### config.mk
export PLATFORM = sky130hd
export DESIGN_NAME = alu_multicycle
export DESIGN_NICKNAME = d
export VERILOG_FILES = /design/src/rtl/alu_pkg.sv /design/src/rtl/muldiv_seq.sv /design/src/rtl/alu_multicycle.sv
export SDC_FILE = /design/constraint.sdc
export NUM_CORES = 1
export LEC_CHECK = 0
export ABC_AREA = 1
export BUFFER_PORTS_ARGS = -buffer_cell sky130_fd_sc_hd__buf_2
export CAP_MARGIN = 10
export CELL_PAD_IN_SITES_DETAIL_PLACEMENT = 0
export CELL_PAD_IN_SITES_GLOBAL_PLACEMENT = 1
export CORE_MARGIN = 2
export CORE_UTILIZATION = 43
export CTS_CLUSTER_SIZE = 28
export DETAILED_ROUTE_END_ITERATION = 6
export PLACE_DENSITY = 0.83
export SLEW_MARGIN = 20
export SYNTH_ARGS = -nofsm -noshare
export SYNTH_HDL_FRONTEND = slang
export SYNTH_SLANG_ARGS = --single-unit
### constraint.sdc
create_clock -name clk -period 3.8 [get_ports clk]
set_input_delay 0.57 -clock clk [delete_from_list [all_inputs] [get_ports clk]]
set_output_delay 0.57 -clock clk [all_outputs]
set_load 0.02 [all_outputs]
### src/rtl/alu_pkg.sv
// Shared opcode constants, FSM state encoding and default operand width
// for the multicycle ALU and its iterative multiply/divide datapath.
package alu_pkg;

  localparam int DEFAULT_WIDTH = 32;

  localparam logic [3:0] OP_AND  = 4'd0;
  localparam logic [3:0] OP_OR   = 4'd1;
  localparam logic [3:0] OP_ADD  = 4'd2;
  localparam logic [3:0] OP_SUB  = 4'd3;
  localparam logic [3:0] OP_SLT  = 4'd4;
  localparam logic [3:0] OP_NOR  = 4'd5;
  localparam logic [3:0] OP_MULU = 4'd6;
  localparam logic [3:0] OP_DIVU = 4'd7;

  typedef enum logic [1:0] {
    ST_IDLE = 2'd0,
    ST_EXEC = 2'd1,
    ST_ITER = 2'd2
  } state_t;

endpackage

### src/rtl/muldiv_seq.sv
// One-bit-per-cycle unsigned shift-add multiplier and restoring divider
// sharing a single shift register pair and a down-counting step timer.
module muldiv_seq #(
  parameter int WIDTH = 32
) (
  input  logic             clk,
  input  logic             reset,
  input  logic             start,
  input  logic             op_div,
  input  logic [WIDTH-1:0] a,
  input  logic [WIDTH-1:0] b,
  output logic             done,
  output logic [WIDTH-1:0] lo,
  output logic [WIDTH-1:0] hi
);
  localparam int CW = $clog2(WIDTH);

  logic             active;
  logic             is_div;
  logic [CW-1:0]    cnt;
  logic [WIDTH-1:0] md, hi_q, lo_q, hi_step, lo_step, rem_sub;
  logic [WIDTH:0]   add_ext, shifted;
  logic             ge;

  assign add_ext = {1'b0, hi_q} + (lo_q[0] ? {1'b0, md} : '0);
  assign shifted = {hi_q, lo_q[WIDTH-1]};
  assign ge      = shifted >= {1'b0, md};
  // Remainder stays below the divisor, so the low word of the difference is exact;
  // a zero divisor makes every step subtract, yielding all-ones quotient, remainder = a.
  assign rem_sub = shifted[WIDTH-1:0] - md;

  always_comb begin
    hi_step = hi_q;
    lo_step = lo_q;
    if (is_div) begin
      hi_step = ge ? rem_sub : shifted[WIDTH-1:0];
      lo_step = {lo_q[WIDTH-2:0], ge};
    end else begin
      hi_step = add_ext[WIDTH:1];
      lo_step = {add_ext[0], lo_q[WIDTH-1:1]};
    end
  end

  // Final step is presented combinationally so the caller can register it on the last edge.
  assign done = active && (cnt == '0);
  assign lo   = lo_step;
  assign hi   = hi_step;

  always_ff @(posedge clk) begin
    if (reset) begin
      active <= 1'b0;
      is_div <= 1'b0;
      cnt    <= '0;
      md     <= '0;
      hi_q   <= '0;
      lo_q   <= '0;
    end else if (start) begin
      active <= 1'b1;
      is_div <= op_div;
      cnt    <= CW'(WIDTH - 1);
      md     <= op_div ? b : a;
      hi_q   <= '0;
      lo_q   <= op_div ? a : b;
    end else if (active) begin
      hi_q <= hi_step;
      lo_q <= lo_step;
      if (cnt == '0) active <= 1'b0;
      else           cnt    <= cnt - CW'(1);
    end
  end

endmodule

### src/rtl/alu_multicycle.sv
// Multicycle ALU: single-cycle logic/arith ops inline, mulu/divu via muldiv_seq.
//   state   | meaning
//   IDLE    | waiting for an accepted start
//   EXEC    | single-cycle op; results registered on the next edge
//   ITER    | mulu/divu stepping one bit per cycle in muldiv_seq
module alu_multicycle
  import alu_pkg::*;
#(
  parameter int WIDTH = DEFAULT_WIDTH
) (
  input  logic             clk,
  input  logic             reset,
  input  logic             start,
  input  logic [3:0]       control,
  input  logic [WIDTH-1:0] a,
  input  logic [WIDTH-1:0] b,
  output logic             busy,
  output logic             done,
  output logic [WIDTH-1:0] result,
  output logic [WIDTH-1:0] result_hi,
  output logic             cout,
  output logic             zero,
  output logic             overflow,
  output logic             div_by_zero
);
  state_t           state, state_nxt;
  logic [3:0]       op_q;
  logic [WIDTH-1:0] a_q, b_q, diff, md_lo, md_hi, res_nxt, hi_nxt;
  logic [WIDTH:0]   sum_ext;
  logic             accept, is_iter, md_start, md_done, load_out;
  logic             cout_nxt, ovf_nxt, dbz_nxt;

  assign is_iter  = (control == OP_MULU) || (control == OP_DIVU);
  assign accept   = (state == ST_IDLE) && !busy && start;
  assign md_start = accept && is_iter;
  assign sum_ext  = {1'b0, a_q} + {1'b0, b_q};
  assign diff     = a_q - b_q;

  muldiv_seq #(.WIDTH(WIDTH)) u_muldiv (
    .clk    (clk),
    .reset  (reset),
    .start  (md_start),
    .op_div (control == OP_DIVU),
    .a      (a),
    .b      (b),
    .done   (md_done),
    .lo     (md_lo),
    .hi     (md_hi)
  );

  always_ff @(posedge clk) begin
    if (reset) state <= ST_IDLE;
    else       state <= state_nxt;
  end

  always_comb begin
    state_nxt = state;
    load_out  = 1'b0;
    res_nxt   = '0;
    hi_nxt    = '0;
    cout_nxt  = 1'b0;
    ovf_nxt   = 1'b0;
    dbz_nxt   = 1'b0;
    case (state)
      ST_IDLE: if (accept) state_nxt = is_iter ? ST_ITER : ST_EXEC;
      ST_EXEC: begin
        state_nxt = ST_IDLE;
        load_out  = 1'b1;
        case (op_q)
          OP_AND: res_nxt = a_q & b_q;
          OP_OR:  res_nxt = a_q | b_q;
          OP_NOR: res_nxt = ~(a_q | b_q);
          OP_ADD: begin
            res_nxt  = sum_ext[WIDTH-1:0];
            cout_nxt = sum_ext[WIDTH];
            ovf_nxt  = (a_q[WIDTH-1] == b_q[WIDTH-1]) && (sum_ext[WIDTH-1] != a_q[WIDTH-1]);
          end
          OP_SUB: begin
            res_nxt  = diff;
            cout_nxt = a_q >= b_q;
            ovf_nxt  = (a_q[WIDTH-1] != b_q[WIDTH-1]) && (diff[WIDTH-1] != a_q[WIDTH-1]);
          end
          OP_SLT:  res_nxt = {{(WIDTH-1){1'b0}}, $signed(a_q) < $signed(b_q)};
          default: res_nxt = '0;
        endcase
      end
      ST_ITER: if (md_done) begin
        state_nxt = ST_IDLE;
        load_out  = 1'b1;
        res_nxt   = md_lo;
        hi_nxt    = md_hi;
        if (op_q == OP_MULU) ovf_nxt = (md_hi != '0);
        else                 dbz_nxt = (b_q == '0);
      end
      default: state_nxt = ST_IDLE;
    endcase
  end

  // busy lags the FSM by one edge: high from the first non-idle cycle through the done cycle.
  always_ff @(posedge clk) begin
    if (reset) begin
      busy        <= 1'b0;
      done        <= 1'b0;
      result      <= '0;
      result_hi   <= '0;
      cout        <= 1'b0;
      zero        <= 1'b0;
      overflow    <= 1'b0;
      div_by_zero <= 1'b0;
      op_q        <= '0;
      a_q         <= '0;
      b_q         <= '0;
    end else begin
      busy <= (state != ST_IDLE);
      done <= load_out;
      if (accept) begin
        op_q <= control;
        a_q  <= a;
        b_q  <= b;
      end
      if (load_out) begin
        result      <= res_nxt;
        result_hi   <= hi_nxt;
        cout        <= cout_nxt;
        zero        <= (res_nxt == '0);
        overflow    <= ovf_nxt;
        div_by_zero <= dbz_nxt;
      end
    end
  end

endmodule

==> results.json <==
{
  "cts_tree": "done",
  "num_rows": 83,
  "cts_root_buffer": "clkbuf_16",
  "port_buffers": 140,
  "via_per_inst": 5.505,
  "leakagePower_nw": 13.00,
  "fin_crit_sh": 0.8868,
  "cp_slowest_cell": "a21oi_1",
  "syn_area_um2": 22240,
  "avgSynthCellArea_um2": 5.798,
  "critPathRequiredTime_ns": 4.30,
  "fin_skew_ns": 0.01156,
  "start_util": 0.4344,
  "nets": 4161,
  "hp-class": "in -> reg",
  "clk_pin_slew_ns": 0.06,
  "outcome": "finished, final reports clean",
  "path_cells": "buf_4 > nand2_1 > inv_1 > ha_1 > a21oi_1 > o21ai_0 > a21oi_1 > nand3_1 > o21ai_0 > nand2_1 > nor2_1 > nand2_1 > nor2_1 > nand2_1 > nor2_1 > nand2_1 > nand2_1 > a21oi_1",
  "htree_levels": 1,
  "maxSlewViolCount": 0,
  "slew_headroom": 0.3170,
  "peakVddDrop_v": 0.0002892,
  "antenna_found_initial": 1,
  "wl_per_cell_um": 20.80,
  "finish.utilization": 0.4845,
  "grt_max_degree": 76,
  "clock_sinks": 243,
  "final-hold-violation-count": 0,
  "wl_um": 96150,
  "cts_made_buffers": 30,
  "maxCapViolations": 0,
  "yosysSeqAreaShare": 0.2187,
  "drtIter0Drc": 2338,
  "cp_max_fo": 21,
  "cts_resized": 0,
  "critPathLaunchType": "flop",
  "final_cells": 4623,
  "grtUsageTotal": 0.3516,
  "clkLatencyLatePin_ns": 0.62,
  "cts_buffer_depth": 3,
  "dp_cells": 4567,
  "drive_above_1_share": 0.07685,
  "yosysUniqueCellTypes": 57,
  "postCtsHoldBufs": 0,
  "crit_path_end_kind": "flop",
  "final.setup.tns_ns": 0,
  "syn-num-nets": 4078,
  "fmaxAchievable_mhz": 296.7,
  "grt_pass1_wl_um": 143000,
  "vias": 25450,
  "crit_path_frequent_cell": "nand2_1",
  "remaining_drc_errors": 0,
  "fillers": 5708,
  "die_w_um": 231.4,
  "max_slew.worst_pin.slew_ns": 1.015,
  "crit_family": "simple AND/OR/NAND/NOR gates",
  "power_density_nw_per_um2": 603.8,
  "dieHeight_um": 231.4,
  "ys_ff_latch": 243,
  "worstSetupPathType": "reg -> reg",
  "synth_cells": 3836,
  "io_pins": 141,
  "post-dp-hpwl_um": 77570,
  "grt_setup_unrepaired": "false",
  "synth_warnings": 0,
  "cp.arrival_ns": 3.87,
  "cts_setup_buffers": 0,
  "ant_nets": 0,
  "cp.buffers_inverters": 2,
  "coreArea_um2": 51200,
  "syn_to_final_growth_pct": 11.54,
  "dr.pass1.iters": 6,
  "setup_viol": 0,
  "gr-total-overflow": 0,
  "globalplace.congestion": 1.026,
  "antenna-diode-count": 0,
  "dieArea_um2": 53560,
  "grt_pass1_vias": 24200,
  "max_stage_delay_ns": 0.41,
  "min_period_ns": 3.370
}
[flip-flops by register name (all words and copies together) (netlist names), 2 cells and up]
signal         cells
a_q               32
b_q               32
op_q               4
result            32
result_hi         32
state              2
u_muldiv.cnt       5
u_muldiv.hi_q     32
u_muldiv.lo_q     32
u_muldiv.md       32
[per-layer routing]
layer,track usage,share of wire,wire length [µm]
met3,0.03629,0.059,5685
met5,0,0.00010,10
met2,0.6002,0.46,44570
met4,0.2232,0.075,7196
met1,0.4218,0.40,38690
[per-stage QoR]
step           power [mW]  hold WS (ns)  area (µm²)  setup WS [ns]
3_3_place_gp        11.53        0.4499       23700         0.4534
2_1_floorplan       8.819        0.4391       22240          1.043
6_report            14.98        0.2250       24810         0.4300
4_1_cts             14.80        0.2081       24810         0.4657
5_1_grt             15.94        0.2353       24810         0.1933
3_5_place_dp        11.52        0.4532       23700         0.4851
[layout by cell type, fill, tap and decap left out, types with 5 or more instances in the layout]
cell type,netlist,routed
ha_1,167,167
nand3_1,296,296
a221oi_1,7,7
nand2_1,1039,1039
o21a_1,5,5
nor2_2,7,10
a31oi_1,18,18
inv_1,642,640
o21bai_1,35,35
o211ai_1,25,25
nand3b_1,9,9
dfxtp_1,243,242
a21oi_1,304,304
xor2_1,10,10
buf_4,2,62
a21o_1,6,6
clkbuf_16,0,30
or2_2,6,6
o21ai_1,6,6
bufinv_16,0,6
nor3_1,43,43
o21ai_0,263,263
o22ai_1,62,62
a21boi_0,8,8
nor2_1,333,328
nand4_1,59,59
nor4_1,9,9
buf_2,29,140
a2111oi_0,21,21
inv_2,8,10
[power breakdown]
part / switching (mW) / internal, mW
sequential: 0.308 / 2.93
clock: 1.31 / 1.95
combinational: 6.08 / 2.40
total: 7.70 / 7.28
[cell type report]
class | instances | area [µm²] | area share
well taps | 680 | 850.8 | 0.03430
inverters | 652 | 2447 | 0.09865
repair buffers | 205 | 1226 | 0.04943
multi-input cells | 2787 | 14310 | 0.5766
clock buffers | 38 | 820.8 | 0.03309
clock inverters | 18 | 291.5 | 0.01175
flip-flops and latches | 243 | 4866 | 0.1961
[synthesized netlist by cell type (all sizes together)]
cell	instances	area, µm²
a2111oi	21	183.9
a211oi	2	15.01
a21boi	10	75.07
a21o	6	45.04
a21oi	309	1573
a221oi	7	61.31
a22oi	1	7.510
a2bb2oi	4	35.03
a311oi	1	8.760
a31oi	18	112.6
and2	2	12.51
and3	2	12.51
buf	51	257.7
clkbuf	103	389.1
clkinv	2	7.510
dfxtp	243	4865
fa	4	80.08
ha	167	2090
inv	650	2440
mux2i	3	30.03
nand2	1044	3941
nand3	299	1519
nand3b	9	67.56
nand4	59	369.1
nor2	341	1305
nor3	45	235.2
nor4	9	56.30
o211a	2	20.02
o211ai	26	200.2
o21a	5	37.54
o21ai	269	1346
o21bai	35	262.8
o22ai	62	387.9
o31ai	1	7.510
o32ai	2	17.52
or2	9	56.31
or3	1	6.260
xnor2	2	17.52
xor2	10	87.58
[logic make-up (layout without fill, tap and decap cells)]
kind of cell,after synthesis,count (layout),share of synthesized area
adders and majority gates,171,171,0.09755
AOI/OAI and AO/OA,781,781,0.1977
DFF,243,243,0.2187
xor gates and xnor gates,12,12,0.004725
and+or+nand+nor,1820,1820,0.3409
buffers and inverters,806,913,0.1391
muxes,3,3,0.001350
[worst reg2reg max path, cell delays in order (launching register included)]
cell and delay (ns):
dfxtp_1 0.34, buf_4 0.26, nand2_1 0.09, inv_1 0.12, ha_1 0.32, a21oi_1 0.19
o21ai_0 0.20, a21oi_1 0.42, nand3_1 0.24, o21ai_0 0.21, nand2_1 0.09, nor2_1 0.12
nand2_1 0.06, nor2_1 0.14, nand2_1 0.07, nor2_1 0.12, nand2_1 0.13, nand2_1 0.09
a21oi_1 0.05
[worst paths after layout]
kind | start | end | slack, ns | depth (start not counted)
max | u_muldiv.lo_q[0]$_SDFFE_PP0P_ | overflow$_SDFFE_PP0P_ | 0.43 | 18
min | b[12] | b_q[12]$_SDFFE_PP0P_ | 0.23 | 3
max reg2reg | u_muldiv.lo_q[0]$_SDFFE_PP0P_ | overflow$_SDFFE_PP0P_ | 0.43 | 18
min reg2reg | result_hi[23]$_SDFFE_PP0P_ | result_hi[23]$_SDFFE_PP0P_ | 0.46 | 2
(Power assumes the default switching activity.)
